**src/rtl/rx_pkt_ctrl.sv**
```systemverilog
// -----------------------------------------------------------------------------
// rx_pkt_ctrl
//
// Purpose:
//   Buffer sequencer that sits behind the receive packet FSM. Each RXVALID word
//   is written into a circular packet buffer. The first-word address of the
//   packet in progress is held in a register. When the packet ends, the packet
//   is either committed or rolled back. The decision uses the CRC verdict, the
//   overflow status and the free space in the descriptor FIFO. Each committed
//   packet becomes a {start, length} descriptor in an internal FIFO, which the
//   readout engine drains. Saturating statistics counters track good, bad and
//   overflowed packets.
//
// Ports:
//   CLK, RST_N             clock, asynchronous active-low reset
//   RXVALID                payload word valid
//   CKCRC                  packet ended, CRC check requested
//   DROP                   packet aborted
//   CLR                    receive FSM back in wait-for-packet (leaves FLUSH)
//   CRC_VALID, CRC_OK      CRC verdict strobe and verdict
//   RD_PTR                 consumer's next read address (frees buffer space)
//   WR_EN, WR_ADDR         packet buffer write port
//   DESC_VALID, DESC_RD    descriptor FIFO head handshake
//   DESC_START, DESC_LEN   head descriptor contents (0 when empty)
//   GOOD_CNT, BAD_CNT,
//   OVF_CNT                saturating packet counters
//   CTRL_STATE             FSM state: IDLE=0, RECV=1, CRC_WAIT=2, FLUSH=3
//
// Descriptor handshake: DESC_VALID=1 means DESC_START/DESC_LEN hold the head
// entry. The entry is consumed on any rising CLK edge where DESC_VALID and
// DESC_RD are both 1. DESC_RD has no effect while DESC_VALID=0. A push and a
// pop may occur on the same edge. The "FIFO full" test used for the commit
// decision looks at the occupancy before that edge's pop.
// -----------------------------------------------------------------------------
module rx_pkt_ctrl #(
  parameter int ADDR_W      = 12,
  parameter int DESC_AW     = 3,
  parameter int CRC_TIMEOUT = 8,
  parameter int CNT_W       = 16
) (
  input  logic              CLK,
  input  logic              RST_N,
  input  logic              RXVALID,
  input  logic              CKCRC,
  input  logic              DROP,
  input  logic              CLR,
  input  logic              CRC_VALID,
  input  logic              CRC_OK,
  input  logic [ADDR_W-1:0] RD_PTR,
  output logic              WR_EN,
  output logic [ADDR_W-1:0] WR_ADDR,
  output logic              DESC_VALID,
  output logic [ADDR_W-1:0] DESC_START,
  output logic [ADDR_W-1:0] DESC_LEN,
  input  logic              DESC_RD,
  output logic [CNT_W-1:0]  GOOD_CNT,
  output logic [CNT_W-1:0]  BAD_CNT,
  output logic [CNT_W-1:0]  OVF_CNT,
  output logic [1:0]        CTRL_STATE
);

  localparam int DESC_DEPTH = 1 << DESC_AW;
  localparam int TMO_W      = (CRC_TIMEOUT < 2) ? 1 : $clog2(CRC_TIMEOUT + 1);

  typedef enum logic [1:0] {
    ST_IDLE     = 2'd0,
    ST_RECV     = 2'd1,
    ST_CRC_WAIT = 2'd2,
    ST_FLUSH    = 2'd3
  } state_t;

  state_t state, state_nxt;

  logic [ADDR_W-1:0] wr_ptr;
  logic [ADDR_W-1:0] wr_ptr_inc;
  logic [ADDR_W-1:0] commit_ptr;
  logic [ADDR_W-1:0] start;
  logic [ADDR_W-1:0] pkt_len;
  logic              ovf;
  logic [TMO_W-1:0]  tmo_cnt;

  logic in_rx;
  logic buf_full;
  logic ovf_set;
  logic tmo_expire;

  logic do_rollback;
  logic do_commit;
  logic tmo_load;
  logic inc_good;
  logic inc_bad;
  logic inc_ovf;

  // Descriptor FIFO storage and bookkeeping
  logic [ADDR_W-1:0]  desc_start_mem [DESC_DEPTH];
  logic [ADDR_W-1:0]  desc_len_mem   [DESC_DEPTH];
  logic [DESC_AW-1:0] desc_wr_idx;
  logic [DESC_AW-1:0] desc_rd_idx;
  logic [DESC_AW:0]   desc_count;
  logic               desc_full;
  logic               desc_push;
  logic               desc_pop;

  // ---------------------------------------------------------------------------
  // Write path
  // ---------------------------------------------------------------------------
  assign wr_ptr_inc = wr_ptr + ADDR_W'(1);
  assign pkt_len    = wr_ptr - start;

  // One slot always stays empty, so wr_ptr == RD_PTR can only mean "empty".
  assign buf_full = (wr_ptr_inc == RD_PTR);
  assign in_rx    = (state == ST_IDLE) || (state == ST_RECV);

  // The reset term keeps WR_EN low during reset even if RXVALID stays high.
  assign WR_EN   = RXVALID & ~buf_full & ~ovf & in_rx & RST_N;
  assign ovf_set = RXVALID & buf_full & in_rx;
  assign WR_ADDR = wr_ptr;

  // The counter is loaded on entry to CRC_WAIT and counts down once per cycle
  // spent there. The verdict window expires on the cycle it would reach 0, so
  // the packet spends exactly CRC_TIMEOUT cycles in CRC_WAIT.
  assign tmo_expire = (tmo_cnt <= TMO_W'(1));

  // ---------------------------------------------------------------------------
  // Control FSM: next state and packet-end actions
  // ---------------------------------------------------------------------------
  always_comb begin
    state_nxt   = state;
    do_rollback = 1'b0;
    do_commit   = 1'b0;
    tmo_load    = 1'b0;
    inc_good    = 1'b0;
    inc_bad     = 1'b0;
    inc_ovf     = 1'b0;

    case (state)
      ST_IDLE: begin
        if (DROP) begin
          do_rollback = 1'b1;
          inc_bad     = 1'b1;
          state_nxt   = ST_FLUSH;
        end else if (CKCRC) begin
          tmo_load    = 1'b1;
          state_nxt   = ST_CRC_WAIT;
        end else if (RXVALID) begin
          state_nxt   = ST_RECV;
        end
      end

      ST_RECV: begin
        // DROP takes priority over a simultaneous CKCRC.
        if (DROP) begin
          do_rollback = 1'b1;
          inc_bad     = 1'b1;
          state_nxt   = ST_FLUSH;
        end else if (CKCRC) begin
          tmo_load    = 1'b1;
          state_nxt   = ST_CRC_WAIT;
        end
      end

      ST_CRC_WAIT: begin
        if (CRC_VALID || tmo_expire) begin
          state_nxt = ST_FLUSH;
          if (ovf || desc_full) begin
            do_rollback = 1'b1;
            inc_ovf     = 1'b1;
          end else if (!CRC_VALID || !CRC_OK) begin
            // A verdict that arrives on the expiry cycle is still honoured.
            do_rollback = 1'b1;
            inc_bad     = 1'b1;
          end else if (wr_ptr == start) begin
            do_rollback = 1'b1;
            inc_bad     = 1'b1;
          end else begin
            do_commit   = 1'b1;
            inc_good    = 1'b1;
          end
        end
      end

      ST_FLUSH: begin
        if (CLR) begin
          state_nxt = ST_IDLE;
        end
      end

      default: begin
        state_nxt = ST_IDLE;
      end
    endcase
  end

  always_ff @(posedge CLK or negedge RST_N) begin
    if (!RST_N) begin
      state <= ST_IDLE;
    end else begin
      state <= state_nxt;
    end
  end

  assign CTRL_STATE = state;

  // ---------------------------------------------------------------------------
  // Pointers, overflow flag and CRC timeout
  // ---------------------------------------------------------------------------
  always_ff @(posedge CLK or negedge RST_N) begin
    if (!RST_N) begin
      wr_ptr     <= '0;
      commit_ptr <= '0;
      start      <= '0;
      ovf        <= 1'b0;
      tmo_cnt    <= '0;
    end else begin
      // A rollback discards every word written since the last commit. This
      // includes a word written in the same cycle as a DROP from IDLE.
      if (do_rollback) begin
        wr_ptr <= commit_ptr;
      end else if (WR_EN) begin
        wr_ptr <= wr_ptr_inc;
      end

      if (do_commit) begin
        commit_ptr <= wr_ptr;
      end

      if (do_rollback || do_commit) begin
        ovf <= 1'b0;
      end else if (ovf_set) begin
        ovf <= 1'b1;
      end

      // While idle, start tracks the commit point, so the first word of the
      // next packet lands at start.
      if (state == ST_IDLE) begin
        start <= commit_ptr;
      end

      if (tmo_load) begin
        tmo_cnt <= TMO_W'(CRC_TIMEOUT);
      end else if (state == ST_CRC_WAIT && tmo_cnt != '0) begin
        tmo_cnt <= tmo_cnt - TMO_W'(1);
      end
    end
  end

  // ---------------------------------------------------------------------------
  // Descriptor FIFO
  // ---------------------------------------------------------------------------
  assign desc_full  = (desc_count == (DESC_AW + 1)'(DESC_DEPTH));
  assign desc_push  = do_commit;
  assign desc_pop   = DESC_RD && (desc_count != '0);
  assign DESC_VALID = (desc_count != '0);

  // Both head fields read as 0 while the FIFO is empty, so they never show
  // stale or uninitialised entries.
  assign DESC_START = DESC_VALID ? desc_start_mem[desc_rd_idx] : '0;
  assign DESC_LEN   = DESC_VALID ? desc_len_mem[desc_rd_idx]   : '0;

  always_ff @(posedge CLK) begin
    if (desc_push) begin
      desc_start_mem[desc_wr_idx] <= start;
      desc_len_mem[desc_wr_idx]   <= pkt_len;
    end
  end

  always_ff @(posedge CLK or negedge RST_N) begin
    if (!RST_N) begin
      desc_wr_idx <= '0;
      desc_rd_idx <= '0;
      desc_count  <= '0;
    end else begin
      if (desc_push) begin
        desc_wr_idx <= desc_wr_idx + DESC_AW'(1);
      end
      if (desc_pop) begin
        desc_rd_idx <= desc_rd_idx + DESC_AW'(1);
      end
      case ({desc_push, desc_pop})
        2'b10:   desc_count <= desc_count + (DESC_AW + 1)'(1);
        2'b01:   desc_count <= desc_count - (DESC_AW + 1)'(1);
        default: desc_count <= desc_count;
      endcase
    end
  end

  // ---------------------------------------------------------------------------
  // Saturating statistics counters
  // ---------------------------------------------------------------------------
  always_ff @(posedge CLK or negedge RST_N) begin
    if (!RST_N) begin
      GOOD_CNT <= '0;
      BAD_CNT  <= '0;
      OVF_CNT  <= '0;
    end else begin
      if (inc_good && GOOD_CNT != '1) begin
        GOOD_CNT <= GOOD_CNT + CNT_W'(1);
      end
      if (inc_bad && BAD_CNT != '1) begin
        BAD_CNT <= BAD_CNT + CNT_W'(1);
      end
      if (inc_ovf && OVF_CNT != '1) begin
        OVF_CNT <= OVF_CNT + CNT_W'(1);
      end
    end
  end

endmodule

```
**config.mk**
```make
export PLATFORM = sky130hd
export DESIGN_NAME = rx_pkt_ctrl
export DESIGN_NICKNAME = d
export VERILOG_FILES = /design/src/rtl/rx_pkt_ctrl.sv
export SDC_FILE = /design/constraint.sdc
export NUM_CORES = 1
export LEC_CHECK = 0
export CORE_ASPECT_RATIO = 1.1
export CORE_MARGIN = 4
export CORE_UTILIZATION = 58
export DETAILED_ROUTE_END_ITERATION = 10
export PLACE_DENSITY = 0.8
export SYNTH_ARGS = -nofsm -noshare
export SYNTH_HDL_FRONTEND = slang
export SYNTH_SLANG_ARGS = --single-unit
export TNS_END_PERCENT = 50
```
**constraint.sdc**
```tcl
create_clock -name CLK -period 6.1 [get_ports CLK]
set_input_delay 0.915 -clock CLK [delete_from_list [all_inputs] [get_ports CLK]]
set_output_delay 0.915 -clock CLK [all_outputs]
set_load 0.01 [all_outputs]
```
==> metrics.txt <==
outcome=finished, final reports clean; ys async rst share=about 34%; Slew @ Worst Pin=1098 ps; Clock Pin Slew Worst Setup and Hold Paths=approximately 70 ps; synth unique cells=61; dpl hpwl=about 17000 um; initial detailed-routing violation count=approximately 430; worst r2r dst=desc_len_mem[6][6]; Synth area leader=edfxtp_1; # DRC=0; Yosys warning total=0; Clock Path Buffers=3; pre-CTS setup slack=approximately 1800 ps; CP required=a little over 5000 ps; RSZ-0062 raised after global routing=no; largest net degree at the start of global routing=just under 70; critical path class=flop to output pin; area of the multi-input gates=0.004388 mm2; CTS root buffer=clkbuf_16; Max-slew headroom=between 20% and 30%; Hold Violations, Final=0; antenna cell count=0; core area=0.02158 mm2; fillers=approximately 1400; commonest non-fill, non-tap cell in the layout=edfxtp_1; clk_lat worst skew=about 540 ps; H-tree depth=1; Routed WL=26820 um; setup TNS=0 ps; top-level port count=109; maxcap violations=0; final worst setup slack=roughly 1900 ps; arrival time at the worst endpoint=3310 ps; FF+latch count, synth=slightly below 300; Pwr Density=between 400 and 500 mW/mm2; GRT Util Overall=between 20% and 30%; clk_skew=10.35 ps; most frequent cells in the layout=192 x edfxtp_1, 107 x clkdlybuf4s50_1, 106 x nand2_1, 99 x dfrtp_1, 56 x xnor2_1; Clock Sink Count=slightly below 300; Synth area leaders=edfxtp_1 45%, dfrtp_1 20%, mux4_2 8.4%; hold_buf cts=0; layout cells sized above 1=between 10% and 20%; crit path max fanout=29; Final #Nets=roughly 1100; Reg2Reg Depth=11; Initial Util=around three fifths; Hold WC Path Type=primary input to async pin; Period minus WS final=~4200 ps; synthesized area per cell=about 15 um2; # setup viols final=0; fin. max-slew vios=0; Final Cycle Share=between 60% and 70%; VDD IR max=approximately 0.26 mV; WL per Instance=roughly 20 um; Post-CTS Setup Bufs=0; Site Rows=56; CTS tree=yes; syn_nets=937; initial antenna violation count=0; r2r setup slk=just over 2000 ps; die area=between 0.02 and 0.025 mm2; CP startpoint kind=flop; Routed Antenna Nets=0; Synth Cell Area=about 0.013 mm2; first-pass GRT wire length=approximately 43000 um; worst r2r src=start[9]; area fraction of the dominant cell type after synthesis=between 40% and 50%; Max Used Layer=met4; Final Wtd Congestion=around 0.86; post-cts sizing count=0; total area of sequential cells=about 0.0083 mm2; total grt overflow=0; die span in y=around 160 um; drt via density=roughly 5.7; top achievable clock speed=0.2366 GHz; CP endpoint kind=output pin; Die X=between 150 and 200 um; DRT Pass-1 Iters=4; P_leak=roughly 0.0057 uW; met2 WL=about 14000 um; met1 wire length=between 10000 and 15000 um; vias in the first global route=between 7000 and 8000; Post-synth EDFFs=between 150 and 200; Post-synth top flop=edfxtp_1; sequential area share after synthesis=between 60% and 70%; routed wl met3=around 1600 um; IO Port Bufs=108; final core occ=a little under three quarters; cell count after synthesis=888; Area Growth Syn to Fin=19.23%; DR vias=around 7500; TritonCTS buffer count=29
kinds of logic (layout without fill, tap and decap cells):
group                      Yosys count  after routing  share of synthesized area, %
DFF                                293            293                         64.36
buffers and inverters               63            208                         1.990
xor gates and xnor gates            90             90                         6.117
muxes                               82             82                         11.12
AOI/OAI and AO/OA                   69             69                         3.447
adders and majority gates           28             28                         2.777
and+or+nand+nor                    263            263                         10.20
Yosys cell counts, types with 8 or more instances:
master	instances
a21oi_1	9
and3_1	10
nand4_1	16
nor2_1	49
ha_1	27
nor2b_1	11
o21ai_1	12
dfrtp_1	101
mux2i_1	25
clkbuf_1	15
nand2_1	106
nand3_1	17
mux2_2	8
inv_1	31
xnor2_1	56
xor2_1	34
nor3_1	11
mux4_2	48
edfxtp_1	192
o21ai_0	23
per-layer routing:
layer	up-vias	track usage, %
met5	-	0
met4	0	6.572
met3	48	3.780
met2	244	37.74
met1	3744	30.61
li1	3509	-
worst max-delay path: stages, from the launching register on:
cell	delay, ps
dfrtp_1	440
inv_1	120
ha_1	790
o21a_1	260
nand3b_1	130
a31oi_4	400
clkdlybuf4s50_1	640
through the flow:
step	cells	total power (uW)	hold slack, ps	instance area [um2]
after floorplan	888	3984	462.0	12890
after global placement	1269	4716	480.4	14360
after detailed placement	1269	4763	476.1	14360
after CTS	1323	6615	334.0	15360
after global routing	1323	6893	361.0	15360
final	1323	6557	333.5	15360
registers in the layout, summed over array words and instances, names as in the netlist, 4 cells and up:
signal,cells
desc_count,4
OVF_CNT,16
BAD_CNT,16
desc_len_mem,96
WR_ADDR,12
desc_start_mem,96
commit_ptr,12
tmo_cnt,4
start,12
GOOD_CNT,16
worst max path at each step:
stage,from,endpoint,slack (ps),cells past startpoint
floorplan,WR_ADDR[9],desc_len_mem[1][0],1080,8
global placement,CRC_VALID,desc_start_mem[6][7],1950,9
detailed placement,CRC_VALID,desc_start_mem[6][7],1750,9
CTS,CTRL_STATE[1],WR_EN,1850,6
global route,CTRL_STATE[1],WR_EN,1570,6
finish,CTRL_STATE[1],WR_EN,1870,6
power by group:
part / total [uW] / leakage (uW) / internal, uW / switching, uW
clock network: 1840 / 0.000495 / 1110 / 731
registers: 2670 / 0.00304 / 2480 / 190
logic: 2050 / 0.00219 / 952 / 1100
final cells by class:
class,count,area share [%]
repair buffers,122,7.786
inverters,32,0.7818
multi-input cells,532,28.56
clock inverters,16,1.246
well taps,290,2.362
flip-flops and latches,293,53.99
clock buffers,38,5.269
No activity file was read; power rests on OpenSTA's default activity.
